### src/rtl/ov7670_pkg.sv
// ov7670_pkg
//   Definitions shared by the camera frame-capture path: frame writer state
//   encoding, default active-window geometry and the RGB565 -> RGB444 field
//   positions (top four bits of each colour field).
//   No ports.
package ov7670_pkg;

  typedef enum logic [1:0] {
    ST_IDLE   = 2'd0,
    ST_ARMED  = 2'd1,
    ST_ACTIVE = 2'd2
  } fw_state_e;

  localparam int H_ACTIVE_DEF = 640;
  localparam int V_ACTIVE_DEF = 480;

  // MSB of each colour field inside an RGB565 word.
  localparam int RGB565_R_MSB = 15;
  localparam int RGB565_G_MSB = 10;
  localparam int RGB565_B_MSB = 4;

  function automatic logic [11:0] rgb565_to_444(input logic [15:0] p);
    return {p[RGB565_R_MSB -: 4], p[RGB565_G_MSB -: 4], p[RGB565_B_MSB -: 4]};
  endfunction

endpackage

### src/rtl/frame_writer_if.sv
// frame_writer_if
//   Bundles the camera-side pixel stream and the frame-buffer write port.
//   Parameter ADDR_W : frame-buffer address width.
//   Camera side : vsync, href, pix_data[15:0], pix_valid
//   Buffer side : wr_en, wr_addr[ADDR_W-1:0], wr_data[11:0]
//   Modports    : master = camera source / buffer sink, slave = frame writer.
interface frame_writer_if #(
  parameter int ADDR_W = 19
);
  logic              vsync;
  logic              href;
  logic [15:0]       pix_data;
  logic              pix_valid;
  logic              wr_en;
  logic [ADDR_W-1:0] wr_addr;
  logic [11:0]       wr_data;

  modport master (
    output vsync, href, pix_data, pix_valid,
    input  wr_en, wr_addr, wr_data
  );

  modport slave (
    input  vsync, href, pix_data, pix_valid,
    output wr_en, wr_addr, wr_data
  );
endinterface

### src/rtl/sync_edge_det.sv
// sync_edge_det
//   Registers a level once and flags its transitions by comparing the live
//   input with the registered copy.
//   clk, rst_n : clock, async active-low reset (registered level resets to 0)
//   d          : level input
//   rise, fall : one-cycle pulses while d differs from its registered copy
module sync_edge_det (
  input  logic clk,
  input  logic rst_n,
  input  logic d,
  output logic rise,
  output logic fall
);
  logic q;

  always_ff @(posedge clk or negedge rst_n) begin
    if (!rst_n) q <= 1'b0;
    else        q <= d;
  end

  assign rise = d & ~q;
  assign fall = ~d & q;
endmodule

### src/rtl/frame_writer.sv
// frame_writer
//   Captures whole camera frames into a frame buffer as RGB444 pixels.
//   Waits for a clean frame boundary (vsync rise) before capturing, writes
//   in-window pixels at consecutive addresses one cycle after acceptance,
//   and flags short/long lines.
//   Build option: FRAME_WRITER_DECIMATE_EN stores only even-x / even-y pixels
//   (dense half-resolution image); undefined stores every in-window pixel.
//   Ports:
//     clk, rst_n  : pixel clock, async active-low reset
//     capture_en  : permits capture of the next frame
//     bus         : frame_writer_if.slave (camera stream in, buffer writes out)
//     frame_done  : one-cycle pulse at end of a captured frame
//     line_err    : one-cycle pulse when a line's pixel count != H_ACTIVE
//     busy        : high while ARMED or ACTIVE
//
//   state  | meaning
//   IDLE   | not capturing; arms on vsync rise with capture_en
//   ARMED  | in vertical blanking, waiting for vsync fall to start frame
//   ACTIVE | capturing lines until the next vsync rise
module frame_writer
  import ov7670_pkg::*;
#(
  parameter int H_ACTIVE = H_ACTIVE_DEF,
  parameter int V_ACTIVE = V_ACTIVE_DEF,
  parameter int ADDR_W   = 19
) (
  input  logic          clk,
  input  logic          rst_n,
  input  logic          capture_en,
  frame_writer_if.slave bus,
  output logic          frame_done,
  output logic          line_err,
  output logic          busy
);
  // x saturates one past H_ACTIVE so an over-long line stays distinguishable.
  localparam int XW = $clog2(H_ACTIVE + 2);
  localparam int YW = $clog2(V_ACTIVE + 1);
  localparam logic [XW-1:0] X_END = XW'(H_ACTIVE);
  localparam logic [XW-1:0] X_SAT = XW'(H_ACTIVE + 1);
  localparam logic [YW-1:0] Y_END = YW'(V_ACTIVE);

  localparam logic [1:0] IDLE   = ST_IDLE;
  localparam logic [1:0] ARMED  = ST_ARMED;
  localparam logic [1:0] ACTIVE = ST_ACTIVE;

  logic [1:0]        state;
  logic [XW-1:0]     x;
  logic [YW-1:0]     y;
  logic [ADDR_W-1:0] addr;
  logic              wr_en_q;
  logic [ADDR_W-1:0] wr_addr_q;
  logic [11:0]       wr_data_q;

  logic vs_rise, vs_fall, hr_fall, hr_rise_unused;
  logic accept, keep;

  sync_edge_det u_vs_edge (
    .clk  (clk),
    .rst_n(rst_n),
    .d    (bus.vsync),
    .rise (vs_rise),
    .fall (vs_fall)
  );

  sync_edge_det u_hr_edge (
    .clk  (clk),
    .rst_n(rst_n),
    .d    (bus.href),
    .rise (hr_rise_unused),
    .fall (hr_fall)
  );

  assign accept = bus.pix_valid & bus.href;

`ifdef FRAME_WRITER_DECIMATE_EN
  assign keep = (x < X_END) && (y < Y_END) && !x[0] && !y[0];
`else
  assign keep = (x < X_END) && (y < Y_END);
`endif

  always_ff @(posedge clk or negedge rst_n) begin
    if (!rst_n) begin
      state      <= IDLE;
      x          <= '0;
      y          <= '0;
      addr       <= '0;
      wr_en_q    <= 1'b0;
      wr_addr_q  <= '0;
      wr_data_q  <= '0;
      frame_done <= 1'b0;
      line_err   <= 1'b0;
    end else begin
      wr_en_q    <= 1'b0;
      frame_done <= 1'b0;
      line_err   <= 1'b0;
      case (state)
        IDLE: begin
          if (capture_en && vs_rise) state <= ARMED;
        end
        ARMED: begin
          if (vs_fall) begin
            state <= ACTIVE;
            x     <= '0;
            y     <= '0;
            addr  <= '0;
          end
        end
        ACTIVE: begin
          // End of frame wins over a coincident line end; the partial line
          // is abandoned without a line error.
          if (vs_rise) begin
            frame_done <= 1'b1;
            state      <= capture_en ? ARMED : IDLE;
          end else if (hr_fall) begin
            line_err <= (x != X_END);
            x        <= '0;
            if (y != Y_END) y <= y + YW'(1);
          end else if (accept) begin
            if (x != X_SAT) x <= x + XW'(1);
            if (keep) begin
              wr_en_q   <= 1'b1;
              wr_addr_q <= addr;
              wr_data_q <= rgb565_to_444(bus.pix_data);
              addr      <= addr + ADDR_W'(1);
            end
          end
        end
        default: state <= IDLE;
      endcase
    end
  end

  assign bus.wr_en   = wr_en_q;
  assign bus.wr_addr = wr_addr_q;
  assign bus.wr_data = wr_data_q;
  assign busy        = (state == ARMED) || (state == ACTIVE);

endmodule
### src/flat_wrapper.sv
// flat-port wrapper written by rule: the top's interface ports become plain ports
module frame_writer_flat import ov7670_pkg::*;
#(
  parameter int H_ACTIVE = H_ACTIVE_DEF,
  parameter int V_ACTIVE = V_ACTIVE_DEF,
  parameter int ADDR_W   = 19
)
  (clk, rst_n, capture_en, frame_done, line_err, busy, bus_vsync, bus_href, bus_pix_data, bus_pix_valid, bus_wr_en, bus_wr_addr, bus_wr_data);
  frame_writer_if #(.ADDR_W(ADDR_W)) bus_i ();
  input  logic clk;
  input  logic rst_n;
  input  logic capture_en;
  output logic frame_done;
  output logic line_err;
  output logic busy;
  input wire logic [$bits(bus_i.vsync)-1:0] bus_vsync;
  input wire logic [$bits(bus_i.href)-1:0] bus_href;
  input wire logic [$bits(bus_i.pix_data)-1:0] bus_pix_data;
  input wire logic [$bits(bus_i.pix_valid)-1:0] bus_pix_valid;
  output wire logic [$bits(bus_i.wr_en)-1:0] bus_wr_en;
  output wire logic [$bits(bus_i.wr_addr)-1:0] bus_wr_addr;
  output wire logic [$bits(bus_i.wr_data)-1:0] bus_wr_data;
  assign bus_i.vsync = bus_vsync;
  assign bus_i.href = bus_href;
  assign bus_i.pix_data = bus_pix_data;
  assign bus_i.pix_valid = bus_pix_valid;
  assign bus_wr_en = bus_i.wr_en;
  assign bus_wr_addr = bus_i.wr_addr;
  assign bus_wr_data = bus_i.wr_data;
  frame_writer #(.H_ACTIVE(H_ACTIVE), .V_ACTIVE(V_ACTIVE), .ADDR_W(ADDR_W)) u_core (.clk(clk), .rst_n(rst_n), .capture_en(capture_en), .bus(bus_i), .frame_done(frame_done), .line_err(line_err), .busy(busy));
endmodule
### config.mk
export PLATFORM = sky130hd
export DESIGN_NAME = frame_writer_flat
export DESIGN_NICKNAME = d
export VERILOG_FILES = /design/src/rtl/ov7670_pkg.sv /design/src/rtl/frame_writer_if.sv /design/src/rtl/sync_edge_det.sv /design/src/rtl/frame_writer.sv /design/src/flat_wrapper.sv
export SDC_FILE = /design/constraint.sdc
export NUM_CORES = 1
export LEC_CHECK = 0
export BUFFER_PORTS_ARGS = -buffer_cell sky130_fd_sc_hd__buf_2
export CORE_UTILIZATION = 45
export DETAILED_ROUTE_END_ITERATION = 16
export PLACE_DENSITY = 0.7
export SLEW_MARGIN = 10
export SYNTH_ARGS = -nofsm -noshare
export SYNTH_HDL_FRONTEND = slang
export SYNTH_SLANG_ARGS = --single-unit
### constraint.sdc
create_clock -name clk -period 2.3 [get_ports clk]
set_input_delay 0.345 -clock clk [delete_from_list [all_inputs] [get_ports clk]]
set_output_delay 0.345 -clock clk [all_outputs]
set_load 0.02 [all_outputs]
# After elaboration in Yosys (flattened, before gate mapping)
# Cells that the tools add are included.
op_classes:
  addsub: 3
  multipliers: 0
  n_eq_ne: 16
  div: 0
  muxes: 32
  order_cmp: 2
  reduce_logical: 10
  shifts: 0
  bitwise: 9
ops:
  columns: ["op", "n"]
  rows:
  - ["19-bit two-way mux", 5]
  - ["10-bit two-way mux", 5]
  - ["19-bit case mux with 2 select lines", 1]
  - ["9-bit two-way mux", 4]
  - ["10-bit != test (second input constant)", 2]
  - ["10-bit case mux with 2 select lines", 1]
  - ["19-bit by 1-bit adder with 19-bit output (second input constant)", 1]
  - ["9-bit case mux with 2 select lines", 1]
  - ["5-bit AND reduction", 3]
  - ["2-bit by 1-bit != test with 1-bit output (second input constant)", 6]
  - ["1-bit two-way mux", 11]
  - ["10-bit by 1-bit adder with 10-bit output (second input constant)", 1]
  - ["10-bit less-than comparator (second input constant)", 1]
  - ["9-bit by 1-bit adder with 9-bit output (second input constant)", 1]
  - ["9-bit less-than comparator (second input constant)", 1]
  - ["9-bit != test (second input constant)", 1]
  - ["2-bit two-way mux", 3]
  - ["2-bit != test (second input constant)", 3]
  - ["3-bit by 1-bit != test with 1-bit output (second input constant)", 2]
  - ["2-bit case mux with 3 select lines", 1]
  - ["6-bit AND reduction", 1]
  - ["1-bit NOT", 5]
  - ["1-bit AND", 4]
  - ["3-bit AND reduction", 1]
  - ["other kinds (6)", 7]
totals:
  ram_bits: 0
  regBits: 76
  memories: 0
  input_bits: 22
  romBits: 0
  word_cells: 83
  latchBits: 0
  out_inout_bits: 35

# Longest topological paths before layout
depth:
  depth_word: 7
  mapped_depth: 8
  ltp_nobuf: 7

# Hierarchy
# Synthesis repeated with hierarchy kept, for this count alone.
unflattened:
  cells_unflattened: 360
  area_unflattened_um2: 3865.0
by_module_without_submodules:
  columns: ["mod", "seq_area_each_um2", "cells_each", "area_per_inst_um2", "n_inst"]
  rows:
  - ["frame_writer", 1851.8, 354, 3784.9, 1]
  - ["sync_edge_det", 25.0, 3, 40.0, 2]

# Least setup slack after synthesis
# No wires, ideal clock.
synth_path:
  path_kind: "register -> register"
  start: "register u_core.state[0]"
  end: "register u_core.addr[7]"
  n_path_buf: 1
  arrival_time_ps: 2054
  stages_incl_launch_ff: 9
  setup_ps: 78
  t_required_ps: 2222
  synth_period_minus_slack_ps: 2131
  slack_ps: 169
  cell_sequence: "dfrtp_1 inv_1 ha_1 mux2i_1 a211oi_4 o21ai_2 buf_6 or4_1 a21oi_1"
synth_between:
  elab_chain_len: 3
  elab_cells_between_ends: 10
  cone_classes: "eq/ne (7); mux (1); reduce/logical (2)"
synth_rtl:
  columns: ["element", "line_no", "rtl"]
  rows:
  - ["start: declaration", "frame_writer.sv:46", "logic [1:0] state;"]
  - ["start signal: assignment", "frame_writer.sv:113", "state <= capture_en ? ARMED : IDLE;"]
  - ["2-bit == test / 2-bit by 1-bit == test with 1-bit output (equally long branches)", "frame_writer.sv:96", "case (state)"]
  - ["2-bit != test (no source line), or another cell as far along", null, null]
  - ["6-bit AND reduction (no source line)", null, null]
  - ["end signal: assignment", "frame_writer.sv:124", "addr <= addr + ADDR_W'(1);"]
  - ["end: declaration", "frame_writer.sv:49", "logic [ADDR_W-1:0] addr;"]
# Parallel ways exist; a longest one is shown, timed or not.
# A chain may end at the register's enable or synchronous reset.

# Worst setup path after layout
layout_path:
  start: "register u_core.state[0]"
  end: "register u_core.y[5]"
layout_between:
  elab_chain_len: 3
  elab_cells_between_ends: 9
  cone_classes: "eq/ne (6); mux (1); reduce/logical (2)"
layout_rtl:
  columns: ["element", "line_no", "rtl"]
  rows:
  - ["2-bit == test / 2-bit by 1-bit == test with 1-bit output (equally long branches)", "frame_writer.sv:96", null]
  - ["2-bit by 1-bit != test with 1-bit output (no source line), or another cell as far along", null, null]
  - ["5-bit AND reduction (no source line)", null, null]
  - ["end signal: assignment", "frame_writer.sv:117", "if (y != Y_END) y <= y + YW'(1);"]
  - ["end: declaration", "frame_writer.sv:48", "logic [YW-1:0] y;"]
# Parallel ways exist; a longest one is shown, timed or not.

==> reports/metrics.cfg <==
[synth]
syn_nets=373
synth_top_cell_by_area=dfrtp_1
syn_area_per_cell_um2=11.0
netlist_area_mm2=0.00374
synthArstFlopShare_pct=100
synth_enable_flop_cells=0
yosys_warnings=0
synth.distinct_cells=54
synth-simple-area-share_pct=14.8
syn_inst=340
synth.top_cell.area_share_pct=50.8
synth_fa_ha_area_share_pct=3.68
synth-xor-area-share_pct=3.51
seq_area_frac_synth_pct=50.8
yosys-mux-area-fraction_pct=11.1
synthFlopType=dfrtp_1
synth_top_family_by_area=simple AND/OR/NAND/NOR gates
synth-compound-area-share_pct=13.0
ys_seq_elements=76
synth.area.top_cells=dfrtp_1 (51%), mux2_2 (7.5%), ha_1 (3.7%)

[place]
placed_area_mm2=0.00424
dp_hpwl_um=5270
io_buffers=52
place.gp.congestion=0.845

[clocking]
cts.path.max_buffers=2
cts_made_buffers=9
cts_sinks=76
htree_levels=3
clock_latency_ns=0.35
clk_pin_slew_ns=0.08
cts_tree=built
cts_root_buf=clkbuf_8

[floorplanning]
rows=32
core-area_mm2=0.00789
die-area_mm2=0.00869
die_height_um=93.2
die_w_um=93.2
initial_core_util_pct=47.4
ios=57

[routing]
drcViolationCount=0
top_layer=met4
vias_per_cell=5.43
drt_wl_total_um=7590
drtIter0Drc=129
wl_met3_um=298
ant_nets=0
dr_total_vias=2813
wl_per_cell_um=14.7
wl_met2_um=3470
routedLengthMet1_um=3670
dr.pass1.iters=4

[worst_setup_path]
critPathMaxStageDelay_ns=0.53
timing.rr.start=u_core.state[0]
cp_slowest_cell=or4b_1
end_kind=register
cp_num_cells=9
cp_num_buf_inv=4
crit_type=reg -> reg
cp-start-kind=register
reg2regPathDepth=9
r2r_setup_slack_ns=0.13
path_cells=inv_1 -> ha_4 -> buf_6 -> inv_2 -> or4b_1 -> o211ai_2 -> buf_4 -> nand2_1 -> o211ai_1
worstReg2RegEnd=u_core.y[5]
required_ns=2.57
critPathMaxFanout=14
critical_path.top_delay_family=simple AND/OR/NAND/NOR gates
arrival_ns=2.44

[global_routing]
grt_use_total_pct=19.4
grt_pass1_wl_um=12900
grt_max_degree=43
gr-total-overflow=0
grt_pass1_vias=2744
grt_antenna_before_repair=0

[finish]
utilization_pct=57.1
syn_to_final_growth_pct=20.4
drive_gt1_share_pct=31.0
antenna_cells=0
final_common_cell=dfrtp_1
nNetsFinal=444
layout_common_cells=dfrtp_1 (75), buf_2 (51), nand2_1 (29)
stdcell_area_mm2=0.00451

[hold_path]
hold_class=in -> reg
hold_path_depth=1
hold_start=bus_href
holdPathEnd=u_core.u_hr_edge.q

[timing]
finClkSkew_ns=0.00969
finalCritPeriodShare_pct=94.5
worst_pin_slew_ns=0.671
fin_crit_ns=2.17
relSlewSlack_pct=55.2
fmax_mhz=460
rsz0062_at_grt=false
setup_viol=0
fin_setup_tns_ns=0
hold_violations=0
drv_slew=0

[pwr]
power.density_mw_per_mm2=986
leakagePower_nw=2.11
power_w=0.00444
peakVddDrop_uv=653

[run_status]
status=complete, no violations

[run]
cap_violations=0

-- report_power, final --
| part | total [W] | switching [W] | internal (W) |
|---|---|---|---|
| registers | 0.00171 | 0.000148 | 0.00157 |
| logic | 0.00169 | 0.000994 | 0.000692 |
| clock network | 0.00104 | 0.000485 | 0.000558 |
| total | 0.00444 | 0.00163 | 0.00282 |
-- cell usage after synthesis, drive strengths merged, types with 2 or more instances --
master    n
buf      10
nand3    13
mux2     35
or4       6
and4      3
nor3      5
o31ai     4
clkbuf    4
and2      3
o21ai    13
and3      7
nor4b     2
a22o      2
o41ai     2
a2111oi   4
a211oi    6
nand4     6
xor2      6
a21oi    11
xnor2     9
nand2    29
inv      13
o211ai   10
dfrtp    76
or3       5
nor2     24
mux2i     2
nand2b    3
ha       11
-- state kept, by name (all words and copies together), names as in the netlist --
signal              flops
u_core.addr            19
u_core.bus.wr_addr     19
u_core.bus.wr_data     12
u_core.x               10
u_core.y                9
u_core.state            2
u_core.bus.wr_en        1
u_core.frame_done       1
u_core.line_err         1
u_core.u_hr_edge.q      1
u_core.u_vs_edge.q      1
-- worst max path at each step --
stage | from | end | slack [ns]
detailed placement | u_core.state[0] | u_core.addr[18] | -0.09
CTS | u_core.state[0] | u_core.y[5] | 0.05
finish | u_core.state[0] | u_core.y[5] | 0.13
global placement | u_core.state[0] | u_core.addr[2] | 0.04
floorplan | u_core.state[0] | u_core.addr[7] | 0.17
global route | u_core.state[1] | u_core.addr[15] | 0.0002
-- cell type report --
| class | count | area, um^2 |
|---|---|---|
| fillers | 703 | 3380 |
| flip-flops and latches | 76 | 1900 |
| multi-input cells | 237 | 1770 |
| repair buffers | 74 | 450 |
| clock buffers | 12 | 155 |
| well taps | 102 | 128 |
| inverters | 13 | 48.8 |
| clock inverters | 4 | 47.5 |
-- cell families (layout without fill, tap and decap cells) --
| logic type | Yosys count | in the layout |
|---|---|---|
| simple gates | 109 | 109 |
| flops | 76 | 76 |
| compound gates | 65 | 65 |
| mux | 37 | 37 |
| buf+inv | 27 | 103 |
| xor+xnor | 15 | 15 |
| fa+ha+maj | 11 | 11 |
-- timing repair --
action / in CTS / in global routing
gates resized for setup: 2 / 11
endpoints found under the setup margin: 19 / 21
pin swaps: 0 / 2
endpoints found under the hold margin: 34 / 0
hold buffers: 1 / 0
buffers inserted: 0 / 0
-- metrics by stage --
step | hold WS, ns | setup WS [ns] | cells
final | 0.136 | 0.127 | 518
after global routing | 0.113 | 0.000211 | 518
after detailed placement | 0.342 | -0.0934 | 501
after CTS | 0.117 | 0.0534 | 518
after global placement | 0.334 | 0.0370 | 501
after floorplan | 0.0494 | 0.169 | 340
-- per-layer routing --
metal	vias up	global-route usage, %
li1	1394	-
met1	1344	26.4
met2	65	29.5
met3	10	5.61
met4	0	7.18
met5	-	0
Note: power is estimated with default switching activity, not from simulation.
